--- config.mk ---
export PLATFORM = sky130hd
export DESIGN_NAME = switch_reader_param
export DESIGN_NICKNAME = d
export VERILOG_FILES = /design/src/rtl/gray_io_pkg.sv /design/src/rtl/sync_2ff.sv /design/src/rtl/switch_reader_param.sv
export SDC_FILE = /design/constraint.sdc
export NUM_CORES = 1
export LEC_CHECK = 0
export ABC_AREA = 1
export CAP_MARGIN = 10
export CORE_UTILIZATION = 50
export CTS_BUF_LIST = sky130_fd_sc_hd__clkbuf_4
export CTS_CLUSTER_SIZE = 20
export DETAILED_ROUTE_END_ITERATION = 10
export PLACE_DENSITY = 0.7
export SLEW_MARGIN = 10
export SYNTH_ARGS = -nofsm -noshare
export SYNTH_HDL_FRONTEND = slang
export SYNTH_SLANG_ARGS = --single-unit
--- constraint.sdc ---
create_clock -name clk -period 1.57 [get_ports clk]
set_input_delay 0.157 -clock clk [delete_from_list [all_inputs] [get_ports clk]]
set_output_delay 0.157 -clock clk [all_outputs]
set_load 0.02 [all_outputs]
--- src/rtl/gray_io_pkg.sv ---
// Shared definitions for the Gray counter board I/O blocks.
//   LED_W      : width of the board slide switch / LED bank
//   ST_*       : debounce FSM state encodings
//   high_mask  : mask of the switch bits that do not fit in an n-bit value
package gray_io_pkg;

    localparam int LED_W = 8;

    localparam logic ST_STABLE = 1'b0;
    localparam logic ST_SETTLE = 1'b1;

    typedef enum logic {
        S_STABLE = ST_STABLE,
        S_SETTLE = ST_SETTLE
    } sw_state_e;

    // Bits [LED_W-1:n] set, bits [n-1:0] clear. For n == LED_W the shift
    // empties the whole word, so the mask is zero and nothing is ever out of range.
    function automatic logic [LED_W-1:0] high_mask(input int n);
        logic [LED_W-1:0] m;
        m = {LED_W{1'b1}};
        m = m << n;
        return m;
    endfunction

endpackage

--- src/rtl/sync_2ff.sv ---
// Two-flop synchroniser for asynchronous level inputs.
// Ports:
//   clk    in          sampling clock
//   reset  in          synchronous active-high reset, clears both stages
//   d_i    in  WIDTH   asynchronous input bits
//   q_o    out WIDTH   synchronised bits, two clocks behind d_i
module sync_2ff #(
    parameter int WIDTH = 1
) (
    input  logic             clk,
    input  logic             reset,
    input  logic [WIDTH-1:0] d_i,
    output logic [WIDTH-1:0] q_o
);

    logic [WIDTH-1:0] meta_q;
    logic [WIDTH-1:0] sync_q;

    // Each bit is an independent synchroniser; no bit depends on another.
    generate
        for (genvar gi = 0; gi < WIDTH; gi++) begin : g_bit
            always_ff @(posedge clk) begin
                if (reset) begin
                    meta_q[gi] <= 1'b0;
                    sync_q[gi] <= 1'b0;
                end else begin
                    meta_q[gi] <= d_i[gi];
                    sync_q[gi] <= meta_q[gi];
                end
            end
        end
    endgenerate

    assign q_o = sync_q;

endmodule

--- src/rtl/switch_reader_param.sv ---
// Slide switch reader for the Gray counter board.
// Synchronises and debounces the 8 board switches, then narrows the settled
// pattern to an N-bit value (e.g. a load value for the N-bit counter).
// Ports:
//   clk           in       system clock, rising edge
//   reset         in       synchronous active-high reset
//   sw            in  8    raw slide switches (asynchronous, bouncy)
//   sw_value      out N    committed pattern bits [N-1:0]
//   sw_overrange  out 1    committed pattern has a 1 above bit N-1
//   sw_valid      out 1    one-cycle pulse when sw_value/sw_overrange update
module switch_reader_param
    import gray_io_pkg::*;
#(
    parameter int N               = 5,
    parameter int DEBOUNCE_CYCLES = 50000
) (
    input  logic             clk,
    input  logic             reset,
    input  logic [LED_W-1:0] sw,
    output logic [N-1:0]     sw_value,
    output logic             sw_overrange,
    output logic             sw_valid
);

    localparam int               CNT_W    = $clog2(DEBOUNCE_CYCLES);
    localparam logic [CNT_W-1:0] CNT_LAST = CNT_W'(DEBOUNCE_CYCLES - 1);
    localparam logic [CNT_W-1:0] CNT_ONE  = CNT_W'(1);
    localparam logic [LED_W-1:0] HI_MASK  = high_mask(N);

    generate
        if (N < 1 || N > LED_W) begin : g_bad_n
            $error("switch_reader_param: N must be in 1..8");
        end
        if (DEBOUNCE_CYCLES < 2) begin : g_bad_debounce
            $error("switch_reader_param: DEBOUNCE_CYCLES must be >= 2");
        end
    endgenerate

    logic [LED_W-1:0] sw_sync;

    sync_2ff #(
        .WIDTH (LED_W)
    ) u_sync (
        .clk   (clk),
        .reset (reset),
        .d_i   (sw),
        .q_o   (sw_sync)
    );

    sw_state_e        state_q;
    logic [LED_W-1:0] cand_q;
    logic [LED_W-1:0] comm_q;
    logic [CNT_W-1:0] cnt_q;
    logic [N-1:0]     value_q;
    logic             ovr_q;
    logic             valid_q;

    // Debounce FSM. The full 8-bit pattern is compared against the committed
    // one, so a change confined to the out-of-range bits still commits.
    always_ff @(posedge clk) begin
        if (reset) begin
            state_q <= S_STABLE;
            cand_q  <= '0;
            comm_q  <= '0;
            cnt_q   <= '0;
            value_q <= '0;
            ovr_q   <= 1'b0;
            valid_q <= 1'b0;
        end else begin
            valid_q <= 1'b0;
            case (state_q)
                S_STABLE: begin
                    if (sw_sync != comm_q) begin
                        state_q <= S_SETTLE;
                        cand_q  <= sw_sync;
                        cnt_q   <= '0;
                    end
                end
                S_SETTLE: begin
                    if (sw_sync == comm_q) begin
                        // Bounced back to the committed pattern: drop the candidate.
                        state_q <= S_STABLE;
                    end else if (sw_sync != cand_q) begin
                        // New candidate: restart the hold window.
                        cand_q <= sw_sync;
                        cnt_q  <= '0;
                    end else if (cnt_q == CNT_LAST) begin
                        state_q <= S_STABLE;
                        comm_q  <= cand_q;
                        value_q <= cand_q[N-1:0];
                        ovr_q   <= |(cand_q & HI_MASK);
                        valid_q <= 1'b1;
                    end else begin
                        cnt_q <= cnt_q + CNT_ONE;
                    end
                end
                default: state_q <= S_STABLE;
            endcase
        end
    end

    assign sw_value     = value_q;
    assign sw_overrange = ovr_q;
    assign sw_valid     = valid_q;

endmodule
==> results.md <==
- Status: finished with violations
- Violated checks: setup timing
- Final worst path period share: 104%
- Static leakage power: roughly 1.6 nW
- Kind of critical path: reg -> reg
- Routability cong.: 0.898
- Number of buffers added by the clock tree synthesis step: 5
- Arr. time, crit path: just under 2 ns
- Peak ir drop on the vdd network: approximately 0.51 mV
- Die Wd: around 76 µm
- Required time of the critical path: about 1.9 ns
- Length of the first detailed-routing pass in iterations: 4
- Syn nets: ~420
- Worst-path clk slew: between 0.15 and 0.2 ns
- Initial standard-cell utilization of the core: 52.3%
- Global-route wire length before repair: 10.0 mm
- Clock network latency to the later pin of the worst-skew pair: approximately 0.38 ns
- Site Rows: 26
- Synthesis-stage register bit count: 51
- Average vias per placed instance: ~4.9
- Standard cell core area: slightly above 0.005 mm²
- Vias in the first global route: 2239
- Post-DP HPWL: 4.41 mm
- Post-Syn Instances: 411
- CTS H-tree lvls: 2
- Unrepaired setup endpoints after global routing: true
- Vert. Die Dim: 75.5 µm
- Rel. slew slack: between 80% and 90%
- CTS tree: yes
- Sort of element at the end of the critical path: flip-flop
- Final antenna diode count: 0
- I/O Buffers: 16
- Layout cell share with drive strength beyond 1: between 20% and 30%
- Sequential element share of the synthesized area: 37.8%
- Largest net degree at the start of global routing: 20
- Maximum net fanout on the critical path: 15
- Worst min-delay path category: in -> reg
- Layout filler cell count: roughly 450
- Reported max-cap violation count: 0
- Area of the mapped netlist: about 0.0027 mm²
- Mean area per synthesized cell: between 6 and 7 µm²
- Syn-to-layout area delta: 24.9%
- Total Wirelength: 6.36 mm
- Worst slew pin tran: about 0.27 ns
- Critical Path Start Type: flip-flop
- Final setup margin: -0.0615 ns
- PD cells: 770 mW/mm²
- Final max-slew violation count: 0
- Initial antenna violation count: 0
- Net count of the finished layout: 470
- Area enclosed by the die boundary: 0.00571 mm²
- Number of hold violations in the final report: 0
- Number of remaining DRC errors: 0
- Post-detailed-route count of antenna-violating nets: 0
- Hold buffer count at cts: 0
- Post-Place Cell Area: ~0.0031 mm²
- Maximum buffer depth of the clock tree: 2
- Overall global routing resource usage: 23.5%
- Post-layout total power: 2.60 mW
- F_max: approximately 610 MHz
- Via count: approximately 2.6k
- Overall overflow remaining after global route: 0
- Violation count after the first detailed-routing iteration: around 220
- Number of ports placed on the die boundary: 17
- Finish-stage setup viols: 22
- WL per Instance: ~12 µm
- Post-layout minimum cycle time: 1.63 ns
- Post-route standard cell area excluding fillers: between 0.003 and 0.004 mm²
- Yosys warnings: 0
- CTS sink count: 51
- Number of distinct standard cells referenced by the synthesized netlist: 26
- CTS Root Buffer Type: clkbuf_4
- Setup Skew: about 0.009 ns
[registers in the layout, indices dropped and copies added (netlist names)]
register,cells
cand_q,8
sw_valid,1
cnt_q,16
sw_overrange,1
comm_q,8
u_sync.q_o,8
u_sync.meta_q,8
state_q,1
[final timing paths]
| path | start | endpoint | slack (ns) | cells past startpoint |
|---|---|---|---|---|
| max | comm_q[5]$_SDFFE_PP0P_ | cnt_q[3]$_SDFFE_PP0P_ | -0.06 | 13 |
| min reg2reg | u_sync.meta_q[2]$_SDFF_PP0_ | u_sync.q_o[2]$_SDFF_PP0_ | 0.41 | 2 |
| max reg2reg | comm_q[5]$_SDFFE_PP0P_ | cnt_q[3]$_SDFFE_PP0P_ | -0.06 | 13 |
| min | sw[7] | u_sync.meta_q[7]$_SDFF_PP0_ | 0.26 | 3 |
[critical path: stages (launching register included)]
cell and delay (ns):
dfxtp_1 0.38, inv_1 0.05, nand2_1 0.06, nand2_1 0.06
nor2_1 0.19, nand2_1 0.13, nor2_4 0.15, buf_4 0.14
nor2_4 0.03, buf_12 0.14, nand3_1 0.06, nand2_1 0.05
nand2_1 0.05, nor2_1 0.04
[layer usage]
layer / track usage, % / wire length, µm / up-vias
met3: 3.44 / 244 / 6
met1: 32.4 / 3110 / 1166
met2: 38.2 / 2940 / 61
li1: - / - / 1376
met5: 0 / 0 / -
met4: 6.79 / 58 / 0
[cells by family after synthesis]
family,count (synthesis),share of synthesized area [%]
buf+inv,79,12.5
flops,51,37.8
xor+xnor,2,0.648
simple gates,241,40.4
compound gates,37,8.19
fa+ha+maj,1,0.463
[area by class of cell]
class	count	area (µm²)	share of cell area [%]
Multi-Input combinational cell	282	1460	43.3
Sequential cell	51	1050	31.2
Timing Repair Buffer	53	459	13.6
Inverter	66	248	7.33
Tap cell	70	87.6	2.59
Clock buffer	5	37.5	1.11
Clock inverter	3	27.5	0.815
[timing repair]
item                       in CTS  in global routing
buffers inserted                1                  5
resized for setup              17                 44
pin swaps                       4                 11
setup endpoints to repair      36                 34
cloned                          1                  0
[metrics by stage]
step	std cells	setup slack (ns)	setup TNS, ns	util, %	hold slack, ns
3_3_place_gp	515	0.0292	0	60.1	0.388
4_1_cts	525	-0.0349	-0.205	62.5	0.252
2_1_floorplan	411	-0.000159	-0.000159	-	0.264
5_1_grt	530	-0.180	-3.98	65.3	0.275
3_5_place_dp	515	-0.0657	-0.570	60.1	0.393
6_report	530	-0.0615	-0.649	65.3	0.265
[where the power goes]
part	switching [mW]	internal (mW)	total, mW	leakage [nW]
registers	0.0427	1.35	1.39	0.426
clock network	0.459	0.192	0.651	0.0337
logic	0.329	0.232	0.561	1.09
[cell usage in the layout (no fill, tap or decap)]
cell type and n:
nor2_1 62, nor2_2 4, nand2_8 2, ha_4 1, dfxtp_2 18, nor2_4 7
inv_8 1, inv_2 12, nand3b_1 2, xor2_1 2, nand3_1 34, o21bai_1 1
inv_1 53, inv_6 1, o21ai_4 1, clkinv_1 1, buf_4 33, clkbuf_4 5
nand2_4 6, nor3_1 3, nor3b_4 1, o21ai_1 3, dfxtp_4 3, buf_6 3
dlymetal6s2s_1 1, a21oi_2 12, o21ai_0 9, nand2_1 100, clkinvlp_4 1, nand2_2 7
nand3_2 2, buf_12 1, a21oi_1 11, nand4_1 12, dlygate4sd2_1 4, dfxtp_1 30
clkdlybuf4s50_1 11
[cells in the mapped netlist, drive strengths merged]
library cell,instances,area share [%]
xor2,2,0.65
buf,8,2.6
nor3,3,0.56
inv,65,9.0
nand3,36,6.7
nand4,12,2.8
nor3b,1,0.69
o21ai,13,2.5
ha,1,0.46
nor2,73,12
nand2,114,17
dfxtp,51,38
clkinv,1,0.14
o21bai,1,0.28
nand3b,2,0.56
clkbuf,5,0.69
a21oi,23,5.4
(Power assumes the default switching activity.)
